## src/rtl/uart_tx_ctrl.sv

```systemverilog
// ---------------------------------------------------------------------------
// uart_tx_ctrl
//   CPU-facing UART transmitter. The CPU stores bytes into a small circular
//   FIFO. A four-state FSM drains the FIFO and sends 8N1 frames on uart_tx,
//   LSB first. Each frame has one start bit, eight data bits and one stop bit,
//   and every bit lasts BAUD_DIV sysclk cycles. When the FIFO still holds data
//   at the end of a stop bit, the next frame follows with no idle gap.
//
// Parameters
//   BAUD_DIV    sysclk cycles per UART bit (2..65535)
//   FIFO_DEPTH  transmit FIFO entries (power of two, 2..256)
//
// Ports
//   sysclk      sole clock, rising edge
//   cpu_reset   asynchronous, active-high reset
//   wr_en       store strobe; one byte accepted per cycle when not full
//   wr_data     byte to queue, sampled with wr_en
//   clr_ovf     clears the sticky overflow flag
//   full        FIFO holds FIFO_DEPTH entries
//   busy        a frame is in flight or bytes are queued
//   fifo_count  number of queued bytes
//   overflow    sticky; set when a write was dropped because the FIFO was full
//   uart_tx     serial output, idles high, driven straight from a flop
// ---------------------------------------------------------------------------
module uart_tx_ctrl #(
  parameter int BAUD_DIV   = 868,
  parameter int FIFO_DEPTH = 16
) (
  input  logic                          sysclk,
  input  logic                          cpu_reset,
  input  logic                          wr_en,
  input  logic [7:0]                    wr_data,
  input  logic                          clr_ovf,
  output logic                          full,
  output logic                          busy,
  output logic [$clog2(FIFO_DEPTH):0]   fifo_count,
  output logic                          overflow,
  output logic                          uart_tx
);

  localparam int AW = $clog2(FIFO_DEPTH);
  localparam int CW = $clog2(BAUD_DIV);
  localparam logic [CW-1:0] BAUD_LAST = CW'(BAUD_DIV - 1);
  localparam logic [AW:0]   DEPTH     = (AW + 1)'(FIFO_DEPTH);

  typedef enum logic [1:0] {IDLE, START, DATA, STOP} state_t;

  state_t          state;
  logic [CW-1:0]   baud_cnt;
  logic [2:0]      bit_idx;
  logic [7:0]      shift;
  logic [7:0]      mem [FIFO_DEPTH];
  logic [AW-1:0]   wr_ptr;
  logic [AW-1:0]   rd_ptr;

  logic            bit_done;
  logic            have_data;
  logic            pop;
  logic            accept;

  assign bit_done  = (baud_cnt == BAUD_LAST);
  assign have_data = (fifo_count != '0);

  // The FSM takes the head byte when it is idle, or at the end of a stop bit.
  // In the stop-bit case the next frame starts on that same edge, so frames
  // run back to back.
  assign pop    = have_data && ((state == IDLE) || ((state == STOP) && bit_done));

  // Acceptance uses the registered full flag, so a write against a full FIFO
  // is dropped even if a pop frees a slot on that same edge.
  assign accept = wr_en && !full;

  assign full = (fifo_count == DEPTH);
  assign busy = (state != IDLE) || have_data;

  // FIFO control and the sticky overflow flag
  always_ff @(posedge sysclk or posedge cpu_reset) begin
    if (cpu_reset) begin
      wr_ptr     <= '0;
      rd_ptr     <= '0;
      fifo_count <= '0;
      overflow   <= 1'b0;
    end else begin
      if (accept) wr_ptr <= wr_ptr + AW'(1);
      if (pop)    rd_ptr <= rd_ptr + AW'(1);

      case ({accept, pop})
        2'b10:   fifo_count <= fifo_count + (AW + 1)'(1);
        2'b01:   fifo_count <= fifo_count - (AW + 1)'(1);
        default: fifo_count <= fifo_count;
      endcase

      // If a drop and a clear land on the same edge, the drop wins.
      if (wr_en && full) overflow <= 1'b1;
      else if (clr_ovf)  overflow <= 1'b0;
    end
  end

  // Data storage needs no reset. The pointers decide which entries are valid.
  always_ff @(posedge sysclk) begin
    if (accept) mem[wr_ptr] <= wr_data;
    if (pop)    shift       <= mem[rd_ptr];
  end

  // uart_tx is written with the line level of the state being entered, so
  // it changes only on state changes or data-bit advances.
  always_ff @(posedge sysclk or posedge cpu_reset) begin
    if (cpu_reset) begin
      state    <= IDLE;
      baud_cnt <= '0;
      bit_idx  <= '0;
      uart_tx  <= 1'b1;
    end else begin
      case (state)
        IDLE: begin
          baud_cnt <= '0;
          uart_tx  <= 1'b1;
          if (pop) begin
            state   <= START;
            uart_tx <= 1'b0;
          end
        end

        START: begin
          if (bit_done) begin
            baud_cnt <= '0;
            bit_idx  <= '0;
            state    <= DATA;
            uart_tx  <= shift[0];
          end else begin
            baud_cnt <= baud_cnt + CW'(1);
          end
        end

        DATA: begin
          if (bit_done) begin
            baud_cnt <= '0;
            if (bit_idx == 3'd7) begin
              state   <= STOP;
              uart_tx <= 1'b1;
            end else begin
              bit_idx <= bit_idx + 3'd1;
              uart_tx <= shift[bit_idx + 3'd1];
            end
          end else begin
            baud_cnt <= baud_cnt + CW'(1);
          end
        end

        STOP: begin
          if (bit_done) begin
            baud_cnt <= '0;
            if (pop) begin
              state   <= START;
              uart_tx <= 1'b0;
            end else begin
              state   <= IDLE;
              uart_tx <= 1'b1;
            end
          end else begin
            baud_cnt <= baud_cnt + CW'(1);
          end
        end

        default: begin
          state    <= IDLE;
          baud_cnt <= '0;
          uart_tx  <= 1'b1;
        end
      endcase
    end
  end

endmodule

```

## config.mk

```make
export PLATFORM = sky130hd
export DESIGN_NAME = uart_tx_ctrl
export DESIGN_NICKNAME = d
export VERILOG_FILES = /design/src/rtl/uart_tx_ctrl.sv
export SDC_FILE = /design/constraint.sdc
export NUM_CORES = 1
export LEC_CHECK = 0
export BUFFER_PORTS_ARGS = -buffer_cell sky130_fd_sc_hd__buf_2
export CAP_MARGIN = 40
export CORE_MARGIN = 2
export CORE_UTILIZATION = 45
export CTS_CLUSTER_DIAMETER = 80
export CTS_CLUSTER_SIZE = 20
export DETAILED_ROUTE_END_ITERATION = 8
export HOLD_SLACK_MARGIN = 0.15
export PLACE_DENSITY = 0.71
export SKIP_LAST_GASP = 1
export SLEW_MARGIN = 20
export SYNTH_ARGS = -nofsm -noshare
export SYNTH_HDL_FRONTEND = slang
export SYNTH_SLANG_ARGS = --single-unit
```

## constraint.sdc

```tcl
create_clock -name sysclk -period 3.51 [get_ports sysclk]
set_input_delay 0.5265 -clock sysclk [delete_from_list [all_inputs] [get_ports sysclk]]
set_output_delay 0.5265 -clock sysclk [all_outputs]
set_load 0.005 [all_outputs]
```

* Yosys cells after proc, flatten, opt, wreduce, memory -nomap -nowiden
Memories as Yosys holds them, arrays and structs flattened. A register that Yosys moved wholly into a read port is not among the register bits.
Cells that the tools add are included.
** Storage, ports and cells
- Register bits after elaboration :: 30
- Latch bits :: 0
- RAM bits :: 128
- Memory bits (read-only) :: 0
- Input bits :: 12
- Output and inout bits :: 9
- Memories :: 1
** Memories
- mem :: depth 16, bits a word 8, rd ports 1, clocked after memory_dff 1, write ports 1, line 52 : logic [7:0] mem [FIFO_DEPTH];
** Operators by class
- $add $sub $neg :: 6
- Multipliers :: 0
- Div/mod/pow operators :: 0
- Order comparisons :: 1
- Equal/unequal tests :: 14
- Shift operators :: 0
- Mux-type cells :: 26
- Bitwise logic cells :: 0
- Reductions and logical operators :: 17
** Operator list (count)
- $pmux W10 S2 :: 1
- $ne A2 B2 Y1 const B :: 6
- $mux W1 :: 11
- $add A10 B1 Y10 const B :: 1
- $eq A10 B10 Y1 const B :: 1
- $mux W10 :: 1
- $mux W2 :: 5
- $pmux W5 S2 :: 1
- $mux W3 :: 3
- $add A4 B1 Y4 const B :: 2
- $pmux W2 S4 :: 1
- $reduce_bool A2 Y1 :: 4
- $eq A2 B2 Y1 const B :: 3
- $pmux W3 S2 :: 1
- $add A5 B1 Y5 const B :: 1
- $eq A5 B5 Y1 const B :: 1
- $reduce_and A5 Y1 :: 1
- $reduce_bool A5 Y1 :: 1
- $sub A5 B1 Y5 const B :: 1
- $eq A2 B1 Y1 const B :: 2
- $logic_and A1 B1 Y1 :: 4
- $lt A3 B4 Y1 const B :: 1
- $pmux W1 S4 :: 1
- $reduce_and A4 Y1 :: 1
- 8 further kinds :: 9

* Depth between registers and ports, before layout
Gate-level depths: netlist of the first run.
- Word-level depth :: 7
- Depth in mapped cells :: 15

* Least setup slack after synthesis of the first run
Ideal clock, no wire load.
- Path type :: reg2reg
- Start point :: register baud_cnt[0]
- End point :: register fifo_count[4]
- Data arrival time :: 2.872 ns
- Setup slack :: 0.558 ns
- Stages on the path, launching flop included :: 14
- Buffers on the path :: 1
- Period minus slack after synthesis :: 2.952 ns
- Cells stage by stage :: dfrtp_1 ha_1 nor2b_1 a41oi_1 nor2_2 ha_1 buf_2 xor2_1 ha_1 a21boi_0 o221ai_1 and3_1 o21bai_1 xnor2_1
** Between the ends
- Word-level cells in the longest chain between the ends :: 6
- Elaborated cells on any way between the ends :: 8
- Classes of those cells :: eq/ne (3); mux (1); reduce/logical (4)
** Ends and longest elaborated chain
- start, declared :: line 49 : logic [CW-1:0] baud_cnt;
- start signal, assigned :: line 131 : baud_cnt <= baud_cnt + CW'(1);
- start signal, assigned :: line 146 : baud_cnt <= baud_cnt + CW'(1);
- start signal, assigned :: line 161 : baud_cnt <= baud_cnt + CW'(1);
- $eq A10 B10 Y1 (*) :: line 61 : assign bit_done = (baud_cnt == BAUD_LAST);
- $logic_and A1 B1 Y1 (*) :: line 67 : assign pop = have_data && ((state == IDLE) || ((state == STOP) && bit_done));
- $logic_or A1 B1 Y1 (*) :: line 67
- $logic_and A1 B1 Y1 (*) :: line 67
- $eq A2 B1 Y1 or $eq A2 B2 Y1 (tied branches) :: line 87 : case ({accept, pop})
- $pmux W5 S2 or $reduce_bool A2 Y1 (tied branches)
- end signal, assigned :: line 88 : 2'b10: fifo_count <= fifo_count + (AW + 1)'(1);
- end signal, assigned :: line 89 : 2'b01: fifo_count <= fifo_count - (AW + 1)'(1);
- end signal, assigned :: line 90 : default: fifo_count <= fifo_count;
- end, declared :: line 36 : output logic [$clog2(FIFO_DEPTH):0] fifo_count,
Mark *: on every way between the ends. The rest lies on a longest branch, timed or not.
A chain may end at the register's enable or synchronous reset.

* Worst setup path in the final report of the first run
- Start point :: register fifo_count[2]
- End point :: register fifo_count[4]
** Between the ends
- Word-level cells in the longest chain between the ends :: 5
- Elaborated cells on any way between the ends :: 11
- Classes of those cells :: add/sub (2); eq/ne (3); mux (1); reduce/logical (5)
** Ends and longest elaborated chain
- $eq A5 B5 Y1 :: line 73 : assign full = (fifo_count == DEPTH);
- $logic_not A1 Y1 :: line 71 : assign accept = wr_en && !full;
- $logic_and A1 B1 Y1 :: line 71
- $eq A2 B1 Y1 or $eq A2 B2 Y1 (tied branches) :: line 87
- $pmux W5 S2 or $reduce_bool A2 Y1 (tied branches)
Several ways; a longest one is shown, not always the timed one.

==> results of run 1 <==
==> cell usage after synthesis (2+ instances only) <==
cell                       instances  area (µm²)
sky130_fd_sc_hd__edfxtp_1        136        4084
sky130_fd_sc_hd__dfrtp_1          29       725.7
sky130_fd_sc_hd__nor2_1           26       97.59
sky130_fd_sc_hd__mux2i_1          24       240.2
sky130_fd_sc_hd__nand2_1          24       90.09
sky130_fd_sc_hd__o21ai_0          20       100.1
sky130_fd_sc_hd__ha_1             17       212.7
sky130_fd_sc_hd__mux4_2           16       360.4
sky130_fd_sc_hd__inv_1            12       45.04
sky130_fd_sc_hd__mux2_2           12       135.1
sky130_fd_sc_hd__a21oi_1          11       55.05
sky130_fd_sc_hd__xnor2_1          10       87.58
sky130_fd_sc_hd__a22oi_1           9       67.56
sky130_fd_sc_hd__buf_2             9       45.04
sky130_fd_sc_hd__a221oi_1          8       70.07
sky130_fd_sc_hd__xor2_1            8       70.07
sky130_fd_sc_hd__clkbuf_1          7       26.28
sky130_fd_sc_hd__nand3_1           7       35.03
sky130_fd_sc_hd__nor3_1            7       35.03
sky130_fd_sc_hd__a22o_1            6       52.55
sky130_fd_sc_hd__and3_1            3       18.77
sky130_fd_sc_hd__and2_1            2       12.51
sky130_fd_sc_hd__buf_1             2       7.510
sky130_fd_sc_hd__mux4_1            2       52.55
sky130_fd_sc_hd__nand2b_1          2       12.51
sky130_fd_sc_hd__nor2b_1           2       12.51
sky130_fd_sc_hd__o21a_1            2       15.01
sky130_fd_sc_hd__o21bai_1          2       15.01
sky130_fd_sc_hd__o31ai_1           2       15.01
==> layout make-up <==
class / count / area, µm² / area share (%)
repair buffers: 34 / 217.7 / 2.758
multi-input cells: 242 / 2026 / 25.66
clock inverters: 12 / 96.34 / 1.220
flip-flops and latches: 166 / 4837 / 61.28
well taps: 188 / 235.2 / 2.980
inverters: 12 / 45.04 / 0.5706
clock buffers: 20 / 436.7 / 5.532
==> report_power, final <==
group | internal, µW | switching [µW]
clock network | 914 | 764
registers | 2510 | 263
logic | 859 | 1080
total | 4280 | 2110
==> per-layer routing <==
metal / vias to the layer above / wire (µm) / track usage (%)
li1: 1759 / - / -
met1: 1879 / 5717 / 22.49
met5: - / 0 / 0
met3: 11 / 615 / 4.532
met4: 0 / 127 / 5.115
met2: 93 / 6546 / 28.29
==> critical path: cells and delay by family (launching register included) <==
| kind | cells | cell delay [ns] |
|---|---|---|
| AOI/OAI and AO/OA | 3 | 0.49 |
| xor gates and xnor gates | 2 | 0.33 |
| adders and majority gates | 2 | 0.56 |
| DFF | 1 | 0.46 |
| and+or+nand+nor | 4 | 1.06 |
| buffers and inverters | 1 | 0.12 |
==> stage by stage <==
stage | hold WS [ns] | instances | util [%]
3_5_place_dp | 0.4943 | 638 | 48.22
4_1_cts | 0.1703 | 670 | 51.73
5_1_grt | 0.2121 | 674 | 51.93
3_3_place_gp | 0.4615 | 638 | 48.22
6_report | 0.1705 | 674 | 51.93
2_1_floorplan | 0.4479 | 439 | -
==> state kept, by name (all words and copies together) (netlist names) <==
name	cells
bit_idx	3
fifo_count	5
overflow	1
shift	8
wr_ptr	4
rd_ptr	4
state	2
mem	128
uart_tx	1
baud_cnt	10
==> kinds of logic after synthesis <==
family / Yosys count
fa+ha+maj: 17
buf+inv: 31
compound gates: 70
simple gates: 82
xor+xnor: 18
flops: 166
mux: 55
==> worst min-delay path by stage <==
stage,startpoint,slack (ns),cells after the start,end
after floorplan,baud_cnt[0],0.45,1,baud_cnt[0]
after global placement,baud_cnt[0],0.46,1,baud_cnt[0]
final,cpu_reset,0.17,3,bit_idx[0]
after CTS,cpu_reset,0.17,3,bit_idx[0]
after global routing,cpu_reset,0.21,3,rd_ptr[1]
after detailed placement,baud_cnt[0],0.49,1,baud_cnt[0]
==> impl_metrics.sql, run 1 <==
INSERT INTO impl_metrics (metric_group, metric, value, unit) VALUES
('outcome', 'status', 'completed', ''),
('place', 'pre_cts_slack', '0.4128', 'ns'),
('critical_path', 'ff2ff_setup_slack', '0.41', 'ns'),
('critical_path', 'critical_path.most_common_cell', 'sky130_fd_sc_hd__ha_1', ''),
('finish', 'layout.cells.most_common_list', 'sky130_fd_sc_hd__edfxtp_1 (136), sky130_fd_sc_hd__dfrtp_1 (28), sky130_fd_sc_hd__nor2_1 (26)', ''),
('yosys', 'post_synth_and_or_nand_nor_area_fraction', '5.475', '%'),
('timing', 'grt_setup_unrepaired', 'false', ''),
('clock_tree', 'cts_inserted_buffers', '17', ''),
('finish', 'finalInstanceArea', '7894', 'µm²'),
('finish', 'final_common_cell', 'sky130_fd_sc_hd__edfxtp_1', ''),
('pwr', 'cellPowerDensity', '809.5', 'nW/µm²'),
('critical_path', 'critical_path.cell_chain', 'nor4_1, nand2_1, and2_1, inv_1, ha_1, xor2_1, ha_1, a21boi_0, o221ai_1, and3_1, o21bai_1, xnor2_1', ''),
('critical_path', 'worstSetupEndpoint', 'fifo_count[4]', ''),
('yosys', 'ff_latch_count_synth', '166', ''),
('place', 'numPortBuffers', '20', ''),
('timing', 'max_slew_headroom', '42.97', '%'),
('finish', 'filler_cell_count', '1236', ''),
('critical_path', 'timing.critical_path.slowest_stage_cell', 'sky130_fd_sc_hd__dfrtp_1', ''),
('clock_tree', 'clockRootBuffer', 'sky130_fd_sc_hd__clkbuf_16', ''),
('critical_path', 'critical_path.max_fanout', '10', ''),
('clock_tree', 'clk_path_buf_depth', '2', ''),
('die', 'chipHeight', '128.7', 'µm'),
('critical_path', 'startpoint_type', 'flop', ''),
('finish', 'final_layout_size_suffix_gt1_share', '20.37', '%'),
('detailed_routing', 'detail_route.iter0.violations', '275', ''),
('yosys', 'synthesis.instances', '439', ''),
('clock_tree', 'cts_tree', 'done', ''),
('timing', 'fin_crit_sh', '88.29', '%'),
('run', 'cap_violations', '0', ''),
('timing', 'min_clock_period_post_route', '3.099', 'ns'),
('finish', 'diodes', '0', ''),
('yosys', 'dominantRegCellSynth', 'sky130_fd_sc_hd__edfxtp_1', ''),
('detailed_routing', 'wire_per_inst', '19.30', 'µm'),
('die', 'die-area', '16550', 'µm²'),
('critical_path', 'r2r.worst_path.cells', '12', ''),
('pwr', 'p_leak', '0.002880', 'µW'),
('yosys', 'synth_enable_flop_cells', '136', ''),
('grt', 'grt.total_usage', '17.13', '%'),
('timing', 'timing.final.setup_violations', '0', ''),
('timing', 'finalMaxSlewViolations', '0', ''),
('critical_path', 'critical_path_required', '3.86', 'ns'),
('grt', 'grt_antenna_before_repair', '0', ''),
('place', 'gp_congestion', '0.8065', ''),
('detailed_routing', 'ant_nets', '0', ''),
('grt', 'grt_pass1_vias', '3832', ''),
('finish', 'final_net_count', '502', ''),
('clock_tree', 'cts-resized-gates', '0', ''),
('detailed_routing', 'routed_wl', '13.01', 'mm'),
('clock_tree', 'post_cts.repair.setup_buffers', '0', ''),
('pwr', 'total_chip_power', '6390', 'µW'),
('critical_path', 'cp_slowest_stage_delay', '0.46', 'ns'),
('critical_path', 'reg2reg_from', 'fifo_count[2]', ''),
('yosys', 'main_combinational_cell_family_by_area_after_synthesis', 'multiplexers', ''),
('die', 'die_w', '128.7', 'µm'),
('yosys', 'postSynth.asyncResetShare', '18.07', '%'),
('yosys', 'synth_adder_area_share', '3.042', '%'),
('pwr', 'vdd_drop_max', '0.4872', 'mV'),
('timing', 'tns', '0', 'ns'),
('die', 'floorplan.io_pins', '21', ''),
('yosys', 'cell_area_after_synthesis', '6993', 'µm²'),
('clock_tree', 'ctsHoldBuffers', '0', ''),
('die', 'core', '15200', 'µm²'),
('clock_tree', 'clock_latency', '0.43', 'ns'),
('timing', 'final_hold_vio_count', '0', ''),
('yosys', 'syn-num-nets', '468', ''),
('place', 'placed_area', '7331', 'µm²'),
('detailed_routing', 'drt-pass1-iter-count', '6', ''),
('timing', 'worstMarginPinSlew', '0.8523', 'ns'),
('finish', 'syn_to_final_growth', '12.88', '%'),
('yosys', 'yosys-mux-area-fraction', '11.43', '%'),
('critical_path', 'worst_setup_path_startpoint', 'fifo_count[2]', '');
(Power assumes the default switching activity.)
==> run 2, diff against run 1 <==
CTS_BUF_LIST = sky130_fd_sc_hd__clkbuf_4   (was unset)
RECOVER_POWER = 100   (was unset)
==> run 2 against run 1 <==
- the run now ends with max-capacitance violations, max-slew violations left
- count of clock-buffer cells in the layout is the same
- clock power shrank 41%
- wire length shrank 2.6%
==> impl_metrics.sql, run 2 (synthesis gave the netlist of run 1 again) <==
INSERT INTO impl_metrics (metric_group, metric, value, unit) VALUES
('outcome', 'status', 'complete, but fails checks', ''),
('outcome', 'violations_in_the_final_reports', 'max-capacitance violations, max-slew violations', ''),
('die', 'chipHeight', '128.7', 'µm'),
('die', 'die-area', '16550', 'µm²'),
('grt', 'grt_max_degree', '31', ''),
('clock_tree', 'clock_latency', '0.55', 'ns'),
('timing', 'timing.clock.skew', '0.01487', 'ns'),
('timing', 'fmax', '0.3201', 'GHz'),
('timing', 'min_clock_period_post_route', '3.124', 'ns'),
('die', 'die_w', '128.7', 'µm'),
('die', 'initial_core_util', '46.00', '%'),
('pwr', 'total_chip_power', '5630', 'µW'),
('pwr', 'clock_power_share', '17.5', '%'),
('critical_path', 'critical_path.most_common_cell', 'sky130_fd_sc_hd__ha_1', ''),
('finish', 'final_common_cell', 'sky130_fd_sc_hd__edfxtp_1', ''),
('grt', 'grt_antenna_before_repair', '0', ''),
('place', 'placed_area', '7331', 'µm²'),
('clock_tree', 'clockRootBuffer', 'sky130_fd_sc_hd__clkbuf_4', ''),
('timing', 'finalMaxSlewViolations', '31', ''),
('critical_path', 'critical_path.max_fanout', '10', ''),
('clock_tree', 'cts_inserted_buffers', '17', ''),
('grt', 'wire_length_of_the_first_global_routing_pass', '20.93', 'mm'),
('min_path', 'hold_class', 'input port to flop', ''),
('finish', 'syn_to_final_growth', '7.712', '%'),
('timing', 'grt_setup_unrepaired', 'false', ''),
('finish', 'largestRegisters', 'mem: 128 flops, baud_cnt: 10 flops, shift: 8 flops', ''),
('grt', 'grt_pass1_vias', '3865', ''),
('detailed_routing', 'routed_wl', '12.67', 'mm'),
('finish', 'filler_cell_count', '1277', ''),
('detailed_routing', 'wire_per_inst', '18.85', 'µm'),
('pwr', 'p_leak', '0.002683', 'µW'),
('min_path', 'hold_depth', '2', ''),
('clock_tree', 'clk_path_buf_depth', '2', ''),
('grt', 'grt.total_usage', '16.86', '%'),
('die', 'floorplan.io_pins', '21', ''),
('pwr', 'power.share.switching', '35.48', '%'),
('critical_path', 'r2r.worst_path.cells', '12', ''),
('clock_tree', 'cts-resized-gates', '0', ''),
('place', 'gp_congestion', '0.8065', ''),
('finish', 'finalInstanceArea', '7532', 'µm²'),
('clock_tree', 'number_of_clock_sinks', '166', ''),
('critical_path', 'cp_slowest_stage_delay', '0.49', 'ns'),
('pwr', 'p_switching', '1997', 'µW'),
('run', 'cap_violations', '1', ''),
('detailed_routing', 'detail_route.iter0.violations', '283', ''),
('timing', 'max_slew_headroom', '-7.151', '%'),
('die', 'core', '15200', 'µm²'),
('critical_path', 'timing_worst_setup_path_type', 'flop to flop', ''),
('clock_tree', 'cts_tree', 'done', ''),
('finish', 'layout.cells.most_common_list', 'sky130_fd_sc_hd__edfxtp_1 (136), sky130_fd_sc_hd__dfrtp_1 (29), sky130_fd_sc_hd__nor2_1 (26)', ''),
('critical_path', 'worstSetupEndpointType', 'flop', ''),
('pwr', 'cellInternalPower', '3632', 'µW'),
('finish', 'final_layout_size_suffix_gt1_share', '15.91', '%'),
('pwr', 'power_frac_comb', '33.5', '%'),
('clock_tree', 'post_cts.repair.setup_buffers', '0', ''),
('grt', 'global_route.overflow_total', '0', ''),
('pwr', 'vdd_drop_max', '0.4358', 'mV'),
('timing', 'timing.final.setup_violations', '0', ''),
('finish', 'largest_register', 'mem', ''),
('place', 'dp.final_hpwl', '8.544', 'mm'),
('timing', 'worstMarginPinSlew', '1.607', 'ns'),
('detailed_routing', 'routed-via-count', '3707', ''),
('critical_path', 'startpoint_type', 'flop', ''),
('die', 'placement_rows', '45', ''),
('detailed_routing', 'drt_drc_violations_left', '0', ''),
('critical_path', 'timing.critical_path.slowest_stage_cell', 'sky130_fd_sc_hd__dfrtp_1', ''),
('critical_path', 'crit_arrival', '3.61', 'ns'),
('pwr', 'cellPowerDensity', '747.4', 'nW/µm²'),
('pwr', 'sequentialPowerShare', '49.1', '%'),
('finish', 'diodes', '0', ''),
('detailed_routing', 'drt-pass1-iter-count', '4', ''),
('timing', 'fin_crit_sh', '89.01', '%'),
('detailed_routing', 'viasPerCell', '5.516', ''),
('clock_tree', 'cts_max_level', '4', ''),
('clock_tree', 'clkSlewWorstSetupHoldPaths', '0.13', 'ns'),
('detailed_routing', 'ant_nets', '0', ''),
('timing', 'tns', '0', 'ns'),
('finish', 'largest_register_ff_count', '128', ''),
('finish', 'final_net_count', '500', ''),
('critical_path', 'critical_path_required', '4.00', 'ns'),
('timing', 'final_hold_vio_count', '0', ''),
('critical_path', 'critical_path.cell_chain', 'nor4_1, nand2_1, and2_1, inv_1, ha_1, xor2_1, ha_1, a21boi_0, o221ai_1, and3_1, o21bai_1, xnor2_1', ''),
('place', 'numPortBuffers', '20', '');
==> run 2: cell count changes in the layout (fill, tap and decap cells not counted), sizes merged <==
cell | before | now
buf | 34 | 12
clkbuf | 20 | 39
dlygate4sd3 | 0 | 1
==> run 2: critical path, delay by kind of cell, from the launching register on <==
family	cells	cell delay [ns]
AO/OA/AOI/OAI	3	0.49
XOR/XNOR	2	0.33
adder cells (fa/ha/maj)	2	0.55
buffers and inverters	1	0.12
flip-flops	1	0.49
AND/OR/NAND/NOR	4	1.07
==> run 2: path summary, 6_finish.rpt <==
| path | start | to | slack (ns) |
|---|---|---|---|
| setup reg to reg | fifo_count[2] | fifo_count[4] | 0.39 |
| hold / removal | wr_en | overflow | 0.23 |
| max in group asynchronous | cpu_reset | fifo_count[1] | 1.52 |
| hold reg to reg | baud_cnt[0] | baud_cnt[0] | 0.51 |
| setup / recovery | fifo_count[2] | fifo_count[4] | 0.39 |
| min in group asynchronous | cpu_reset | bit_idx[2] | 1.06 |
==> run 2: power groups by stage <==
stage          Combinational, µW  Clock [µW]  Sequential (µW)
3_5_place_dp                1930           0             2820
6_report                    1880         983             2760
5_1_grt                     2110        1090             2810
3_3_place_gp                1870           0             2790
2_1_floorplan               1500           0             2660
4_1_cts                     1940        1020             2770
==> run 2: repair_timing <==
item                                   CTS  global route
hold buffers                             1             0
setup endpoints to repair                0             0
endpoints found under the hold margin   29             0
==> run 2: stage by stage <==
| step | hold WS, ns | setup WS (ns) | util [%] | std cells |
|---|---|---|---|---|
| global route | 0.2013 | 0.01382 | 49.55 | 672 |
| finish | 0.2275 | 0.3858 | 49.55 | 672 |
| detailed placement | 0.4943 | 0.4128 | 48.22 | 638 |
| CTS | 0.1888 | 0.3623 | 49.91 | 671 |
| floorplan | 0.4479 | 0.5577 | - | 439 |
| global placement | 0.4615 | 0.6585 | 48.22 | 638 |
==> run 2: final cells by class <==
class	instances	area [µm²]	share of cell area (%)
timing repair buffer	32	147.6	1.960
inverter	12	45.04	0.5980
tap	188	235.2	3.123
sequential	166	4836	64.20
clock inverter	12	96.34	1.279
multi-input combinational	242	2022	26.84
clock buffer	20	150.1	1.993
==> run 2: routing by layer <==
| layer | vias to the layer above | share of wire [%] | GRT usage (%) |
|---|---|---|---|
| met5 | - | 0 | 0 |
| met4 | 0 | 0.88 | 4.604 |
| met3 | 12 | 3.6 | 4.033 |
| met2 | 74 | 50 | 28.07 |
| met1 | 1860 | 45 | 22.42 |
| li1 | 1761 | - | - |
==> run 3, diff against run 2 <==
clock period = 3.5 ns   (was 3.51 ns; I/O delays follow)
==> run 3 against run 2 <==
- the run still ends with max-capacitance violations, max-slew violations left
- combinational power about the same
- clock power up 9.9%
- design area is 0.66% higher
- critical path type unchanged
- critical endpoint unchanged
==> impl_metrics.sql, run 3 (synthesis gave the netlist of run 1 again) <==
INSERT INTO impl_metrics (metric_group, metric, value, unit) VALUES
('detailed_routing', 'viasPerCell', '5.612', ''),
('timing', 'timing.clock.skew', '0.02567', 'ns'),
('pwr', 'power_frac_comb', '32.5', '%'),
('critical_path', 'timing_worst_setup_path_type', 'flop to flop', ''),
('pwr', 'cellInternalPower', '3710', 'µW'),
('detailed_routing', 'detail_route.iter0.violations', '278', ''),
('place', 'gp_congestion', '0.7942', ''),
('finish', 'largest_register', 'mem', ''),
('timing', 'fmax', '0.3238', 'GHz'),
('critical_path', 'crit_arrival', '3.58', 'ns'),
('finish', 'largestRegisters', 'mem: 128 flops, baud_cnt: 10 flops, shift: 8 flops', ''),
('timing', 'min_clock_period_post_route', '3.088', 'ns'),
('outcome', 'status', 'complete, but fails checks', ''),
('finish', 'diodes', '0', ''),
('timing', 'final_hold_vio_count', '0', ''),
('clock_tree', 'number_of_clock_sinks', '166', ''),
('timing', 'grt_setup_unrepaired', 'false', ''),
('run', 'cap_violations', '1', ''),
('clock_tree', 'clk_path_buf_depth', '2', ''),
('timing', 'max_slew_headroom', '-15.75', '%'),
('die', 'core', '15200', 'µm²'),
('pwr', 'sequentialPowerShare', '48.7', '%'),
('pwr', 'vdd_drop_max', '0.3843', 'mV'),
('detailed_routing', 'drt_drc_violations_left', '0', ''),
('detailed_routing', 'ant_nets', '0', ''),
('timing', 'worst_setup_margin', '0.4119', 'ns'),
('timing', 'timing.final.setup_violations', '0', ''),
('pwr', 'p_switching', '2029', 'µW'),
('die', 'die-area', '16550', 'µm²'),
('clock_tree', 'cts_max_level', '4', ''),
('die', 'placement_rows', '45', ''),
('pwr', 'p_leak', '0.002699', 'µW'),
('outcome', 'violations_in_the_final_reports', 'max-capacitance violations, max-slew violations', ''),
('die', 'initial_core_util', '46.00', '%'),
('detailed_routing', 'routed_wl', '12.91', 'mm'),
('critical_path', 'startpoint_type', 'flop', ''),
('detailed_routing', 'wire_per_inst', '19.10', 'µm'),
('grt', 'grt_pass1_vias', '3845', ''),
('place', 'numPortBuffers', '20', ''),
('finish', 'final_layout_size_suffix_gt1_share', '15.78', '%'),
('place', 'dp.final_hpwl', '8.507', 'mm'),
('grt', 'grt.total_usage', '16.95', '%'),
('detailed_routing', 'routed-via-count', '3794', ''),
('grt', 'wire_length_of_the_first_global_routing_pass', '20.90', 'mm'),
('grt', 'grt_antenna_before_repair', '0', ''),
('clock_tree', 'cts_tree', 'done', ''),
('critical_path', 'critical_path_required', '3.99', 'ns'),
('place', 'dp_cells', '638', ''),
('finish', 'finalNonFillerCells', '676', ''),
('grt', 'global_route.overflow_total', '0', ''),
('finish', 'largest_register_ff_count', '128', ''),
('die', 'chipHeight', '128.7', 'µm'),
('timing', 'worstMarginPinSlew', '1.736', 'ns'),
('die', 'die_w', '128.7', 'µm'),
('finish', 'layout.cells.most_common_list', 'sky130_fd_sc_hd__edfxtp_1 (136), sky130_fd_sc_hd__dfrtp_1 (29), sky130_fd_sc_hd__nor2_1 (26)', ''),
('clock_tree', 'clkSlewWorstSetupHoldPaths', '0.14', 'ns'),
('finish', 'final_common_cell', 'sky130_fd_sc_hd__edfxtp_1', ''),
('finish', 'syn_to_final_growth', '8.427', '%'),
('timing', 'final.hold.worst_slack', '0.2090', 'ns'),
('clock_tree', 'clock_latency', '0.56', 'ns'),
('grt', 'grt_max_degree', '31', ''),
('place', 'pre_cts_slack', '0.4482', 'ns'),
('die', 'floorplan.io_pins', '21', ''),
('critical_path', 'critical_path.max_fanout', '10', ''),
('clock_tree', 'clockRootBuffer', 'sky130_fd_sc_hd__clkbuf_4', ''),
('clock_tree', 'cts_inserted_buffers', '17', ''),
('timing', 'fin_crit_sh', '88.23', '%'),
('clock_tree', 'cts-resized-gates', '0', ''),
('critical_path', 'worstSetupEndpointType', 'flop', ''),
('detailed_routing', 'drt-pass1-iter-count', '5', ''),
('finish', 'filler_cell_count', '1253', ''),
('timing', 'finalMaxSlewViolations', '31', ''),
('finish', 'final_net_count', '504', ''),
('pwr', 'power.share.switching', '35.35', '%'),
('min_path', 'hold_class', 'input port to flop', ''),
('timing', 'tns', '0', 'ns'),
('pwr', 'cellPowerDensity', '756.8', 'nW/µm²'),
('pwr', 'clock_power_share', '18.8', '%');
==> run 3: area by class of cell <==
| type | count | area, µm² | area share, % |
|---|---|---|---|
| multi-input combinational | 242 | 2022 | 26.67 |
| sequential | 166 | 4836 | 63.78 |
| clock inverter | 14 | 138.9 | 1.832 |
| clock buffer | 18 | 135.1 | 1.782 |
| timing repair buffer | 36 | 170.2 | 2.244 |
| tap | 188 | 235.2 | 3.102 |
| inverter | 12 | 45.04 | 0.5941 |
==> run 3: critical path, stage by stage, from the launching register on <==
cell and delay (ns):
sky130_fd_sc_hd__dfrtp_1 0.48, sky130_fd_sc_hd__nor4_1 0.36, sky130_fd_sc_hd__nand2_1 0.13, sky130_fd_sc_hd__and2_1 0.28, sky130_fd_sc_hd__inv_1 0.12, sky130_fd_sc_hd__ha_1 0.35
sky130_fd_sc_hd__xor2_1 0.19, sky130_fd_sc_hd__ha_1 0.22, sky130_fd_sc_hd__a21boi_0 0.21, sky130_fd_sc_hd__o221ai_1 0.18, sky130_fd_sc_hd__and3_1 0.21, sky130_fd_sc_hd__o21bai_1 0.15
sky130_fd_sc_hd__xnor2_1 0.13
==> run 3: metal layers <==
layer | share of wire (%) | vias to the layer above | GRT usage (%)
met3 | 5.5 | 14 | 5.405
met4 | 1.3 | 0 | 4.923
met1 | 43 | 1917 | 21.81
met5 | 0 | - | 0
met2 | 51 | 100 | 27.89
li1 | - | 1763 | -
==> run 3: worst paths after layout <==
kind	start	end	slack, ns	cells after the start
worst max-delay path	fifo_count[2]	fifo_count[4]	0.41	12
worst min-delay path	wr_en	overflow	0.21	2
worst max register to register	fifo_count[2]	fifo_count[4]	0.41	12
worst min register to register	baud_cnt[0]	baud_cnt[0]	0.50	1
max in group asynchronous	cpu_reset	wr_ptr[3]	1.40	4
min in group asynchronous	cpu_reset	rd_ptr[0]	1.10	4
==> run 3: power groups by stage <==
stage / clock [µW] / sequential (µW) / combinational (µW)
finish: 1080 / 2800 / 1860
global route: 1200 / 2850 / 2090
CTS: 1110 / 2800 / 1920
detailed placement: 0 / 2850 / 1900
global placement: 0 / 2860 / 1810
floorplan: 0 / 2670 / 1510
==> run 3: stage by stage <==
| step | cell area (µm²) | util [%] | total power [µW] |
|---|---|---|---|
| 2_1_floorplan | 6993 | - | 4181 |
| 3_3_place_gp | 7323 | 48.17 | 4667 |
| 3_5_place_dp | 7338 | 48.27 | 4742 |
| 4_1_cts | 7622 | 50.14 | 5826 |
| 5_1_grt | 7582 | 49.88 | 6134 |
| 6_report | 7582 | 49.88 | 5738 |
==> run 3: repair_timing <==
action | 4_1_cts | 5_1_grt
endpoints found under the setup margin | 0 | 0
hold buffers | 1 | 0
hold endpoints to repair | 29 | 0
setup buffers | 0 | 0
